===== config.mk =====
export PLATFORM = sky130hd
export DESIGN_NAME = instr_encoder_loader
export DESIGN_NICKNAME = d
export VERILOG_FILES = /design/src/rtl/instr_encoder_loader.sv
export SDC_FILE = /design/constraint.sdc
export NUM_CORES = 1
export LEC_CHECK = 0
export ABC_AREA = 1
export ABC_CLOCK_PERIOD_IN_PS = 3800
export CORE_ASPECT_RATIO = 0.75
export CORE_MARGIN = 1
export CORE_UTILIZATION = 40
export CTS_CLUSTER_DIAMETER = 200
export CTS_CLUSTER_SIZE = 20
export DETAILED_ROUTE_END_ITERATION = 10
export DONT_BUFFER_PORTS = 1
export PLACE_DENSITY = 0.54
export SLEW_MARGIN = 30
export SYNTH_ARGS = -nofsm -noshare
export SYNTH_HDL_FRONTEND = slang
export SYNTH_SLANG_ARGS = --single-unit
export TNS_END_PERCENT = 1

===== constraint.sdc =====
create_clock -name clk -period 3.8 [get_ports clk]
set_clock_uncertainty 0.05 [all_clocks]
set_input_delay 0.76 -clock clk [delete_from_list [all_inputs] [get_ports clk]]
set_output_delay 0.76 -clock clk [all_outputs]
set_load 0.02 [all_outputs]

===== src/rtl/instr_encoder_loader.sv =====
// Instruction encoder/loader: accepts decoded MIPS field tuples over a
// valid/ready handshake, packs each one into a 32-bit instruction word and
// writes the words to consecutive instruction-memory addresses.
//
// Ports:
//   clk, rst         clock, synchronous active-high reset
//   start            restart the load (honoured in IDLE, DONE, ERR)
//   in_valid/ready   tuple handshake; in_kind selects the format
//   in_rs..in_last   tuple fields; in_last marks the final instruction
//   mem_we/addr/     memory write port, held until mem_ready is high
//   mem_wdata/ready
//   count            words written since reset/start
//   done, err        sticky completion / error status
//   err_code         00 none, 01 illegal kind, 10 address overflow
module instr_encoder_loader #(
  parameter int unsigned ADDR_W    = 8,
  parameter int unsigned BASE_ADDR = 0
) (
  input  logic              clk,
  input  logic              rst,
  input  logic              start,
  input  logic              in_valid,
  output logic              in_ready,
  input  logic [3:0]        in_kind,
  input  logic [4:0]        in_rs,
  input  logic [4:0]        in_rt,
  input  logic [4:0]        in_rd,
  input  logic [4:0]        in_shamt,
  input  logic [5:0]        in_funct,
  input  logic [15:0]       in_imm,
  input  logic [25:0]       in_target,
  input  logic              in_last,
  output logic              mem_we,
  output logic [ADDR_W-1:0] mem_addr,
  output logic [31:0]       mem_wdata,
  input  logic              mem_ready,
  output logic [ADDR_W:0]   count,
  output logic              done,
  output logic              err,
  output logic [1:0]        err_code
);

  localparam logic [2:0] IDLE = 3'd0;
  localparam logic [2:0] ENC  = 3'd1;
  localparam logic [2:0] WR   = 3'd2;
  localparam logic [2:0] DONE = 3'd3;
  localparam logic [2:0] ERR  = 3'd4;

  localparam logic [ADDR_W-1:0] BASE     = ADDR_W'(BASE_ADDR);
  localparam logic [ADDR_W-1:0] TOP      = '1;
  localparam logic [ADDR_W-1:0] ADDR_ONE = ADDR_W'(1);
  localparam logic [ADDR_W:0]   CNT_ONE  = (ADDR_W + 1)'(1);

  logic [2:0]  state, stateNext;
  logic [3:0]  kindQ;
  logic [4:0]  rsQ, rtQ, rdQ, shamtQ;
  logic [5:0]  functQ;
  logic [15:0] immQ;
  logic [25:0] targetQ;
  logic        lastQ;

  logic              loadFields;
  logic              readyNext, weNext, doneNext, errNext;
  logic [ADDR_W-1:0] addrNext;
  logic [31:0]       wdataNext;
  logic [ADDR_W:0]   countNext;
  logic [1:0]        codeNext;
  logic [31:0]       encWord;

  // Pack the latched fields according to the latched kind.
  always_comb begin
    encWord = 32'h0;
    case (kindQ)
      4'd0: encWord = {6'b000000, rsQ, rtQ, rdQ, shamtQ, functQ};
      4'd1: encWord = {6'b101011, rsQ, rtQ, immQ};
      4'd2: encWord = {6'b100011, rsQ, rtQ, immQ};
      4'd3: encWord = {6'b001101, rsQ, rtQ, immQ};
      4'd4: encWord = {6'b001100, rsQ, rtQ, immQ};
      4'd5: encWord = {6'b001000, rsQ, rtQ, immQ};
      4'd6: encWord = {6'b000100, rsQ, rtQ, immQ};
      4'd7: encWord = {6'b000010, targetQ};
      default: encWord = 32'h0;
    endcase
  end

  // Next-state and next-output logic.
  always_comb begin
    stateNext  = state;
    loadFields = 1'b0;
    readyNext  = in_ready;
    weNext     = mem_we;
    addrNext   = mem_addr;
    wdataNext  = mem_wdata;
    countNext  = count;
    doneNext   = done;
    errNext    = err;
    codeNext   = err_code;
    case (state)
      IDLE: begin
        if (start) begin
          // start beats a simultaneous tuple
          addrNext  = BASE;
          countNext = '0;
          doneNext  = 1'b0;
          errNext   = 1'b0;
          codeNext  = 2'b00;
          readyNext = 1'b1;
        end else if (in_valid && in_ready) begin
          loadFields = 1'b1;
          readyNext  = 1'b0;
          stateNext  = ENC;
        end else begin
          readyNext = 1'b1;
        end
      end
      ENC: begin
        if (kindQ[3]) begin
          stateNext = ERR;
          errNext   = 1'b1;
          codeNext  = 2'b01;
        end else begin
          wdataNext = encWord;
          weNext    = 1'b1;
          stateNext = WR;
        end
      end
      WR: begin
        if (mem_ready) begin
          weNext    = 1'b0;
          countNext = count + CNT_ONE;
          addrNext  = mem_addr + ADDR_ONE;
          if (lastQ) begin
            stateNext = DONE;
            doneNext  = 1'b1;
          end else if (mem_addr == TOP) begin
            stateNext = ERR;
            errNext   = 1'b1;
            codeNext  = 2'b10;
          end else begin
            stateNext = IDLE;
            readyNext = 1'b1;
          end
        end
      end
      DONE, ERR: begin
        readyNext = 1'b0;
        weNext    = 1'b0;
        if (start) begin
          stateNext = IDLE;
          addrNext  = BASE;
          countNext = '0;
          doneNext  = 1'b0;
          errNext   = 1'b0;
          codeNext  = 2'b00;
          readyNext = 1'b1;
        end
      end
      default: begin
        stateNext = IDLE;
        readyNext = 1'b0;
        weNext    = 1'b0;
      end
    endcase
  end

  // State, output and field registers.
  always_ff @(posedge clk) begin
    if (rst) begin
      state     <= IDLE;
      in_ready  <= 1'b0;
      mem_we    <= 1'b0;
      mem_addr  <= BASE;
      mem_wdata <= 32'h0;
      count     <= '0;
      done      <= 1'b0;
      err       <= 1'b0;
      err_code  <= 2'b00;
      kindQ     <= 4'h0;
      rsQ       <= 5'h0;
      rtQ       <= 5'h0;
      rdQ       <= 5'h0;
      shamtQ    <= 5'h0;
      functQ    <= 6'h0;
      immQ      <= 16'h0;
      targetQ   <= 26'h0;
      lastQ     <= 1'b0;
    end else begin
      state     <= stateNext;
      in_ready  <= readyNext;
      mem_we    <= weNext;
      mem_addr  <= addrNext;
      mem_wdata <= wdataNext;
      count     <= countNext;
      done      <= doneNext;
      err       <= errNext;
      err_code  <= codeNext;
      if (loadFields) begin
        kindQ   <= in_kind;
        rsQ     <= in_rs;
        rtQ     <= in_rt;
        rdQ     <= in_rd;
        shamtQ  <= in_shamt;
        functQ  <= in_funct;
        immQ    <= in_imm;
        targetQ <= in_target;
        lastQ   <= in_last;
      end
    end
  end

endmodule


## Word-level counts from Yosys, hierarchy flattened

Cells that the tools add are included.
Widths: inputs -> output; s select.

| operators by class | value |
|---|---|
| multiplexer cells | 43 |
| equality and inequality tests | 23 |
| reduce and logical (&&, ||, !) cells | 14 |
| add/subtract/negate cells | 2 |
| bitwise operators | 3 |

Operator list:

| kind | number |
|---|---|
| $pmux 32 s8 | 1 |
| $mux 3 | 7 |
| $ne 2x2->1 const B | 10 |
| $mux 1 | 18 |
| $mux 9 | 2 |
| $pmux 9 s2 | 1 |
| $eq 4x3->1 const B | 4 |
| $mux 8 | 2 |
| $pmux 8 s2 | 1 |
| $pmux 3 s4 | 1 |
| $reduce_and 4->1 | 3 |
| $mux 2 | 5 |
| $add 9x1->9 const B | 1 |
| $add 8x1->8 const B | 1 |
| $eq 4x2->1 const B | 2 |
| $eq 8x8->1 const B | 1 |
| $eq 3x2->1 const B | 2 |
| $pmux 1 s3 | 2 |
| $pmux 2 s3 | 1 |
| $reduce_and 3->1 | 2 |
| $reduce_and 6->1 | 1 |
| $eq 4x1->1 const B | 1 |
| $logic_not 4->1 | 1 |
| $pmux 1 s4 | 1 |
| other kinds (12) | 14 |

| storage, ports and cells | value |
|---|---|
| logic and storage cells | 103 |
| bits in registers | 131 |
| output and inout port bits | 55 |
| bits of input ports | 78 |

## Longest topological paths before layout

Gate-level depths: netlist of the first run.

| logic depth | value |
|---|---|
| word-level depth | 5 |
| mapped depth | 11 |
| mapped depth without buffers | 11 |

## Worst setup path before layout of the first run

No wires, ideal clock.

| timing path | value |
|---|---|
| path type | input -> register |
| from | in start |
| to | reg targetQ[10] |
| data required time | 3,634 ps |
| buffers on the path | 2 |
| slack | 2,005 ps |
| cell stages on the path | 8 |
| arrival | 1,629 ps |
| cells stage by stage | clkinv_1 nand3_1 nor2_4 inv_2 buf_6 buf_6 nor2_1 nor2_1 |

| between the ends | value |
|---|---|
| word-level cells in the longest chain between the ends | 2 |

Ends and longest elaborated chain:

| element | RTL line | RTL |
|---|---|---|
| start, declared | 21 | `input logic start,` |
| $mux 1 | 100 | `if (start) begin` |
| $mux 1 | 98 | `case (state)` |
| end signal, assigned | 205 | `targetQ <= in_target;` |
| end, declared | 59 | `logic [25:0] targetQ;` |

Every way passes these cells.
A chain may end at the register's enable or synchronous reset.

## Worst setup path after layout of the first run

| timing path | value |
|---|---|
| from | reg state[2] |
| to | reg targetQ[9] |

| between the ends | value |
|---|---|
| word-level cells in the longest chain between the ends | 2 |

Ends and longest elaborated chain:

| element | RTL line | RTL |
|---|---|---|
| start, declared | 54 | `logic [2:0] state, stateNext;` |
| start signal, assigned | 188 | `state <= stateNext;` |
| $logic_not 3->1 | 98 |  |
| $mux 1 | 98 |  |

Every way passes these cells.

==> flow_summary.html, run 1 <==
<table>
<tr><th>Metric</th><th>Value</th></tr>
<tr><th colspan="2">Yosys</th></tr>
<tr><td>Post-Synthesis Net Count</td><td>824</td></tr>
<tr><td>Portion of the post-synthesis area used by sequential elements</td><td>47.6%</td></tr>
<tr><td>Post-Syn Instances</td><td>744</td></tr>
<tr><td>Number of synthesis warnings</td><td>0</td></tr>
<tr><td>Cell area after synthesis</td><td>0.00547 sq mm</td></tr>
<tr><td>Post-synth EDFFs</td><td>0</td></tr>
<tr><td>Share of the synthesized area in the top cell type</td><td>47.6%</td></tr>
<tr><td>Top cells by area, synth</td><td>dfxtp_1, nor2_1, o21ai_0</td></tr>
<tr><td>Async SR Flop Fraction</td><td>0%</td></tr>
<tr><td>Total of flip-flops plus latches after synthesis</td><td>130</td></tr>
<tr><td>Count of distinct cell types in the synthesized netlist</td><td>34</td></tr>
<tr><td>Mean instance size in the synthesized netlist</td><td>7.35 sq um</td></tr>
<tr><td>Area leader, netlist</td><td>dfxtp_1</td></tr>
<tr><td>Ys flop type</td><td>dfxtp_1</td></tr>
<tr><th colspan="2">Critical path</th></tr>
<tr><td>Largest fanout of any net on the critical path</td><td>35</td></tr>
<tr><td>Worst setup slack for register-to-register paths</td><td>1.74 ns</td></tr>
<tr><td>Destination of the worst register-to-register timing path</td><td>targetQ[9]</td></tr>
<tr><td>Worst EP required</td><td>4.10 ns</td></tr>
<tr><td>Reg-to-reg startpoint</td><td>state[2]</td></tr>
<tr><td>Kind of end point of the critical path</td><td>flip-flop</td></tr>
<tr><td>Worst Path Class, Setup</td><td>reg2reg</td></tr>
<tr><td>Worst EP arrival</td><td>2.36 ns</td></tr>
<tr><td>Worst reg-to-reg path cell count</td><td>9</td></tr>
<tr><td>Type of element launching the critical path</td><td>flip-flop</td></tr>
<tr><th colspan="2">Final layout</th></tr>
<tr><td>Area growth from synthesis to final layout</td><td>10.4%</td></tr>
<tr><td>Number of filler instances in the final layout</td><td>1346</td></tr>
<tr><td>Antenna cell count</td><td>0</td></tr>
<tr><td>Multi-input gate area</td><td>0.00248 sq mm</td></tr>
<tr><td>Net total in the final layout</td><td>809</td></tr>
<tr><td>Fraction of final layout cells with drive strength greater than 1</td><td>8.24%</td></tr>
<tr><td>Register area</td><td>0.00260 sq mm</td></tr>
<tr><td>Count of non-filler cells in the finished layout</td><td>911</td></tr>
<tr><th colspan="2">Hold path</th></tr>
<tr><td>Hold path startpoint</td><td>rst</td></tr>
<tr><td>Worst min-delay path category</td><td>in2reg</td></tr>
<tr><td>Number of cells on the worst hold path</td><td>1</td></tr>
<tr><td>Endpoint with the worst hold slack</td><td>mem_addr[3]</td></tr>
<tr><th colspan="2">Power</th></tr>
<tr><td>Power density cells</td><td>761 mW/mm^2</td></tr>
<tr><td>Largest vdd supply drop</td><td>0.000369 V</td></tr>
<tr><td>Leakage power</td><td>2.43 nW</td></tr>
<tr><th colspan="2">STA</th></tr>
<tr><td>Final setup violating endpoints</td><td>0</td></tr>
<tr><td>Maximum clock frequency</td><td>485 MHz</td></tr>
<tr><td>RSZ-0062 raised after global routing</td><td>false</td></tr>
<tr><td>Ratio of final minimum period to clock period</td><td>54.3%</td></tr>
<tr><td>Setup total negative slack</td><td>0 ns</td></tr>
<tr><td>Min Clock Period, post-route</td><td>2.06 ns</td></tr>
<tr><td>Number of endpoints with negative hold slack in the final report</td><td>0</td></tr>
<tr><td>Slew at the pin closest to its max-slew limit</td><td>0.809 ns</td></tr>
<tr><td>Headroom to the max-slew limit</td><td>46.0%</td></tr>
<tr><td>Max Slew Vio Count</td><td>0</td></tr>
<tr><th colspan="2">Die</th></tr>
<tr><td>Core region area</td><td>0.0132 sq mm</td></tr>
<tr><td>Chip Width</td><td>137 microns</td></tr>
<tr><td>Row count</td><td>36</td></tr>
<tr><td>Chip height</td><td>103 microns</td></tr>
<tr><td>Top-level I/O count</td><td>133</td></tr>
<tr><td>Starting density of the core</td><td>41.6%</td></tr>
<tr><td>Die area</td><td>0.0141 sq mm</td></tr>
<tr><th colspan="2">Placement</th></tr>
<tr><td>Count of input and output buffers</td><td>0</td></tr>
<tr><td>HPWL reported at the end of detailed placement</td><td>9670 microns</td></tr>
<tr><td>Post-placement cell count</td><td>881</td></tr>
<tr><td>Routability congestion estimate</td><td>0.842</td></tr>
<tr><th colspan="2">Global route</th></tr>
<tr><td>Aggregate global-route resource usage</td><td>21.8%</td></tr>
<tr><td>Largest net degree at the start of global routing</td><td>69</td></tr>
<tr><td>Number of global-route vias before repair</td><td>4526</td></tr>
<tr><td>Sum of overflow across all layers after global routing</td><td>0</td></tr>
<tr><td>Initial antenna violation count</td><td>0</td></tr>
<tr><td>Wire length of the first global-routing pass</td><td>23300 microns</td></tr>
<tr><th colspan="2">Clocking</th></tr>
<tr><td>Hold-fix buffers, CTS</td><td>0</td></tr>
<tr><td>H-tree lvl count</td><td>4</td></tr>
<tr><td>Total clock sinks</td><td>130</td></tr>
<tr><td>Clock-pin slew on the worst setup and hold paths</td><td>0.05 ns</td></tr>
<tr><td>Clock latency on the worst-skew pair</td><td>0.42 ns</td></tr>
<tr><td>Number of buffers on the longest clock path</td><td>2</td></tr>
<tr><td>CTS Root Cell</td><td>clkbuf_16</td></tr>
<tr><td># resized after CTS</td><td>0</td></tr>
<tr><td>Inserted Clock Buffers</td><td>17</td></tr>
<tr><td>Clock tree from TritonCTS</td><td>built</td></tr>
<tr><td>Number of buffers inserted to repair setup after CTS</td><td>0</td></tr>
<tr><th colspan="2">Route</th></tr>
<tr><td>Post-detailed-routing wire length</td><td>14700 microns</td></tr>
<tr><td>Count of routing violations after the opening detailed-route iteration</td><td>349</td></tr>
<tr><td>Total DRC errors in the routed layout</td><td>0</td></tr>
<tr><td>Number of nets with antenna violations after routing</td><td>0</td></tr>
<tr><td>Vias after detailed routing</td><td>4812</td></tr>
<tr><td>Number of detailed-routing iterations run before antenna repair</td><td>4</td></tr>
<tr><td>Number of vias per cell after detailed routing</td><td>5.28</td></tr>
<tr><td>DR WL/cell</td><td>16.1 microns</td></tr>
<tr><th colspan="2">Status</th></tr>
<tr><td>Outcome</td><td>complete, no violations</td></tr>
<tr><th colspan="2">Run</th></tr>
<tr><td>Max-cap viol count</td><td>0</td></tr>
</table>
-- sequential cells by signal (all words and copies together) (netlist names), 2 cells and up --
| name | cells |
|---|---|
| rsQ | 5 |
| immQ | 16 |
| shamtQ | 5 |
| functQ | 6 |
| mem_addr | 8 |
| mem_wdata | 31 |
| count | 9 |
| kindQ | 4 |
| state | 3 |
| targetQ | 26 |
| err_code | 2 |
| rtQ | 5 |
| rdQ | 5 |
-- power by group --
| part | internal (W) | leakage, nW | switching [W] |
|---|---|---|---|
| clock | 0.000904 | 0.258 | 0.000561 |
| combinational | 0.000325 | 1.12 | 0.000799 |
| sequential | 0.00164 | 1.06 | 0.000365 |
-- per-stage QoR --
step           utilization [%]  setup WS (ns)  instance area [sq um]  power, W  hold WS (ns)
2_1_floorplan                -           2.01                   5470   0.00287         0.390
3_3_place_gp              41.9           1.51                   5510   0.00314         0.403
3_5_place_dp              41.9           1.43                   5510   0.00315         0.406
4_1_cts                   45.9           1.71                   6030   0.00463         0.329
5_1_grt                   45.9           1.52                   6030   0.00489         0.327
6_report                  45.9           1.74                   6030   0.00459         0.352
-- placed cells by master, fill, tap and decap left out --
master / count
o21ai_0: 100
dfxtp_1: 130
clkbuf_16: 17
clkinv_2: 4
nand3_1: 20
o31ai_1: 1
clkinv_1: 1
nor2_4: 1
inv_1: 33
o211ai_1: 3
clkinv_4: 1
nand2_1: 116
nand2_2: 2
a21oi_2: 5
nand3_2: 6
nor2_1: 174
nand2_4: 3
o21ai_4: 1
o21ai_1: 8
xor2_1: 2
a31oi_1: 17
o21ai_2: 1
nand4_1: 2
conb_1: 1
buf_4: 5
clkbuf_8: 1
ha_1: 2
buf_12: 1
a21oi_4: 1
a21oi_1: 58
inv_2: 8
bufinv_16: 1
nor3_4: 1
xnor2_1: 2
nor2_2: 2
o21a_1: 1
clkbuf_1: 6
nor3_1: 2
-- layout make-up --
| cell class | count | share of cell area [%] |
|---|---|---|
| clock buffers | 24 | 7.65 |
| clock inverters | 6 | 0.975 |
| inverters | 42 | 2.61 |
| multi-input cells | 532 | 41.1 |
| flip-flops and latches | 130 | 43.1 |
| well taps | 171 | 3.55 |
| repair buffers | 6 | 0.954 |
-- Yosys cell counts, types with 3 or more instances --
master and n:
a21oi_1 58, a21oi_2 5, a31oi_1 17, buf_2 17, buf_6 6, clkbuf_1 15, dfxtp_1 130, inv_1 33
inv_2 7, nand2_1 116, nand2_4 3, nand3_1 20, nand3_2 6, nor2_1 174, o211ai_1 3, o21ai_0 100
o21ai_1 8
-- how the worst max path moves through the flow --
stage	from	end	slack, ns
floorplan	start	targetQ[10]	2.01
global placement	start	functQ[5]	1.51
detailed placement	start	immQ[14]	1.43
CTS	state[2]	targetQ[9]	1.71
global route	state[2]	targetQ[9]	1.52
finish	state[2]	targetQ[9]	1.74
-- metal layers --
metal / track usage, % / vias up / share of wire, %
met5: 0 / - / 0
li1: - / 2407 / -
met1: 27.6 / 2257 / 46
met4: 8.88 / 0 / 1.2
met2: 32.8 / 137 / 43
met3: 9.26 / 11 / 9.3
-- critical path, cell delays in order, from the launching register on --
cell     delay [ns]
dfxtp_1        0.53
inv_2          0.06
nand2_1        0.12
nor2_2         0.06
inv_2          0.09
nor2_4         0.04
inv_2          0.43
buf_4          0.40
nor2_1         0.09
nor2_1         0.12
-- logic make-up (layout without fill, tap and decap cells) --
logic type      count (synthesis)  count (layout)  share of synthesized area, %
compound gates                196             196                          19.4
xor+xnor                        4               4                         0.641
fa+ha+maj                       2               2                         0.458
buf+inv                        82              78                          6.98
flops                         130             130                          47.6
other cells                     1               1                        0.0686
simple gates                  329             329                          24.8
Note: power is estimated with default switching activity, not from simulation.
==> inputs of run 2 (changes only) <==
- ABC_CLOCK_PERIOD_IN_PS: 3800 -> 1950
- clock period: 3.8 -> 1.95 ns (I/O delays scaled with it)
==> flow_summary.html, run 2 (same netlist as run 1, synthesis figures left out) <==
<table>
<tr><th>Metric</th><th>Value</th></tr>
<tr><th colspan="2">Clocking</th></tr>
<tr><td>Number of buffers on the longest clock path</td><td>2</td></tr>
<tr><td>Clock-pin slew on the worst setup and hold paths</td><td>0.06 ns</td></tr>
<tr><td>Number of buffers inserted to repair setup after CTS</td><td>0</td></tr>
<tr><td>Clock latency on the worst-skew pair</td><td>0.42 ns</td></tr>
<tr><td>Total clock sinks</td><td>130</td></tr>
<tr><td>CTS Root Cell</td><td>clkbuf_16</td></tr>
<tr><td>H-tree lvl count</td><td>4</td></tr>
<tr><td>Inserted Clock Buffers</td><td>17</td></tr>
<tr><td>Hold-fix buffers, CTS</td><td>1</td></tr>
<tr><td># resized after CTS</td><td>0</td></tr>
<tr><td>Clock tree from TritonCTS</td><td>built</td></tr>
<tr><th colspan="2">Placement</th></tr>
<tr><td>HPWL reported at the end of detailed placement</td><td>9710 microns</td></tr>
<tr><td>Post-placement cell count</td><td>895</td></tr>
<tr><td>Routability congestion estimate</td><td>0.852</td></tr>
<tr><td>Count of input and output buffers</td><td>0</td></tr>
<tr><th colspan="2">Critical path</th></tr>
<tr><td>Worst EP arrival</td><td>1.98 ns</td></tr>
<tr><td>Worst Path Class, Setup</td><td>reg2reg</td></tr>
<tr><td>Critical path's top delay family</td><td>flip-flops</td></tr>
<tr><td>Kind of end point of the critical path</td><td>flip-flop</td></tr>
<tr><td>Critical Path Slowest Stage Cell</td><td>dfxtp_1</td></tr>
<tr><td>Most frequent cell on the critical path</td><td>nor2_1</td></tr>
<tr><td>Number of buffers and inverters on the critical path</td><td>2</td></tr>
<tr><td>Crit path launch</td><td>state[1]</td></tr>
<tr><td>Type of element launching the critical path</td><td>flip-flop</td></tr>
<tr><td>Largest fanout of any net on the critical path</td><td>10</td></tr>
<tr><td>Worst path max stage delay</td><td>0.50 ns</td></tr>
<tr><td>Ordered list of cells on the worst path</td><td>inv_1 -&gt; nand2_1 -&gt; o21ai_4 -&gt; a21oi_4 -&gt; buf_12 -&gt; nor2_1 -&gt; nor2_1 -&gt; nor2_1</td></tr>
<tr><td>Worst EP required</td><td>2.18 ns</td></tr>
<tr><td>Reg-to-reg startpoint</td><td>state[1]</td></tr>
<tr><th colspan="2">Route</th></tr>
<tr><td>Count of routing violations after the opening detailed-route iteration</td><td>297</td></tr>
<tr><td>Number of vias per cell after detailed routing</td><td>5.22</td></tr>
<tr><td>DR WL/cell</td><td>16.1 microns</td></tr>
<tr><td>Met3 WL</td><td>1240 microns</td></tr>
<tr><td>Total DRC errors in the routed layout</td><td>0</td></tr>
<tr><td>Number of nets with antenna violations after routing</td><td>0</td></tr>
<tr><td>Post-detailed-routing wire length</td><td>14900 microns</td></tr>
<tr><td>Routed metal-1 wire length</td><td>7050 microns</td></tr>
<tr><td>Number of detailed-routing iterations run before antenna repair</td><td>4</td></tr>
<tr><td>DR top layer</td><td>met4</td></tr>
<tr><td>Vias after detailed routing</td><td>4844</td></tr>
<tr><td>WL met2</td><td>6380 microns</td></tr>
<tr><th colspan="2">STA</th></tr>
<tr><td>Max Slew Vio Count</td><td>0</td></tr>
<tr><td>Ratio of final minimum period to clock period</td><td>90.0%</td></tr>
<tr><td>Number of endpoints with negative hold slack in the final report</td><td>0</td></tr>
<tr><td>Min Clock Period, post-route</td><td>1.75 ns</td></tr>
<tr><td>Final setup violating endpoints</td><td>0</td></tr>
<tr><td>Setup total negative slack</td><td>0 ns</td></tr>
<tr><td>Headroom to the max-slew limit</td><td>53.4%</td></tr>
<tr><td>Maximum clock frequency</td><td>570 MHz</td></tr>
<tr><td>RSZ-0062 raised after global routing</td><td>false</td></tr>
<tr><td>Slew at the pin closest to its max-slew limit</td><td>0.696 ns</td></tr>
<tr><th colspan="2">Die</th></tr>
<tr><td>Top-level I/O count</td><td>133</td></tr>
<tr><td>Core region area</td><td>0.0132 sq mm</td></tr>
<tr><td>Die area</td><td>0.0141 sq mm</td></tr>
<tr><td>Chip height</td><td>103 microns</td></tr>
<tr><td>Chip Width</td><td>137 microns</td></tr>
<tr><td>Row count</td><td>36</td></tr>
<tr><td>Starting density of the core</td><td>41.6%</td></tr>
<tr><th colspan="2">Final layout</th></tr>
<tr><td>Commonest non-fill, non-tap cells in the layout</td><td>nor2_1, dfxtp_1, nand2_1</td></tr>
<tr><td>Number of filler instances in the final layout</td><td>1366</td></tr>
<tr><td>Net total in the final layout</td><td>824</td></tr>
<tr><td>Antenna cell count</td><td>0</td></tr>
<tr><td>Leading cell type in the layout, fill and taps excluded</td><td>nor2_1</td></tr>
<tr><td>Register bank with the most flops</td><td>mem_wdata</td></tr>
<tr><td>Fraction of final layout cells with drive strength greater than 1</td><td>10.4%</td></tr>
<tr><td>Max reg flops</td><td>31</td></tr>
<tr><td>Area growth from synthesis to final layout</td><td>14.1%</td></tr>
<tr><td>Biggest regs</td><td>mem_wdata x31, targetQ x26, immQ x16</td></tr>
<tr><td>Count of non-filler cells in the finished layout</td><td>928</td></tr>
<tr><th colspan="2">Global route</th></tr>
<tr><td>Aggregate global-route resource usage</td><td>22.2%</td></tr>
<tr><td>Wire length of the first global-routing pass</td><td>23700 microns</td></tr>
<tr><td>Sum of overflow across all layers after global routing</td><td>0</td></tr>
<tr><td>Number of global-route vias before repair</td><td>4629</td></tr>
<tr><td>Largest net degree at the start of global routing</td><td>106</td></tr>
<tr><td>Initial antenna violation count</td><td>0</td></tr>
<tr><th colspan="2">Power</th></tr>
<tr><td>Power Total</td><td>0.00931 W</td></tr>
<tr><td>Largest vdd supply drop</td><td>0.000812 V</td></tr>
<tr><td>Leakage power</td><td>2.53 nW</td></tr>
<tr><td>Power density cells</td><td>1490 mW/mm^2</td></tr>
<tr><th colspan="2">Hold path</th></tr>
<tr><td>Worst min-delay path category</td><td>in2reg</td></tr>
<tr><td>Hold path startpoint</td><td>in_target[21]</td></tr>
<tr><th colspan="2">Run</th></tr>
<tr><td>Max-cap viol count</td><td>0</td></tr>
<tr><th colspan="2">Status</th></tr>
<tr><td>Outcome</td><td>complete, no violations</td></tr>
</table>
==> run 2: cell types whose count changed in the layout (fill, tap and decap cells not counted), sizes merged <==
| cell | previous run | this run |
|---|---|---|
| clkinvlp | 0 | 4 |
| buf | 6 | 20 |
| clkinv | 6 | 4 |
| dlygate4sd3 | 0 | 1 |
==> run 2: path summary, 6_finish.rpt <==
kind | slack, ns | cells after the start | to
worst min-delay path | 0.06 | 2 | targetQ[21]
worst max-delay path | 0.20 | 8 | count[5]
worst min register to register | 0.42 | 2 | mem_wdata[21]
worst max register to register | 0.20 | 8 | count[5]
==> run 2: per-layer routing <==
metal  up-vias  track usage, %
met5         -               0
met4         0            9.72
met3        19            8.38
met2       140            32.9
met1      2255            28.7
li1       2430               -
==> run 2: power breakdown <==
| part | leakage, nW | total, W | switching (W) | internal [W] |
|---|---|---|---|---|
| clock | 0.262 | 0.00301 | 0.00116 | 0.00185 |
| combinational | 1.21 | 0.00244 | 0.00164 | 0.000801 |
| sequential | 1.06 | 0.00386 | 0.000664 | 0.00319 |
==> run 2: metrics by stage <==
stage / setup WS [ns] / utilization, % / hold slack, ns / cell area, sq um
after floorplan: 0.434 / - / 0.390 / 5470
final: 0.196 / 47.4 / 0.0576 / 6240
after global routing: 0.0603 / 47.4 / 0.0456 / 6240
after detailed placement: 0.280 / 43.1 / 0.409 / 5670
after CTS: 0.239 / 47.4 / 0.0393 / 6240
after global placement: 0.309 / 43.1 / 0.405 / 5670
==> run 2: final cells by class <==
class	count	area (sq um)	area share (%)
Clock buffer	24	482	7.72
Inverter	42	158	2.53
Clock inverter	8	78.8	1.26
Tap cell	171	214	3.43
Timing Repair Buffer	21	223	3.57
Sequential cell	130	2600	41.7
Multi-Input combinational cell	532	2480	39.8
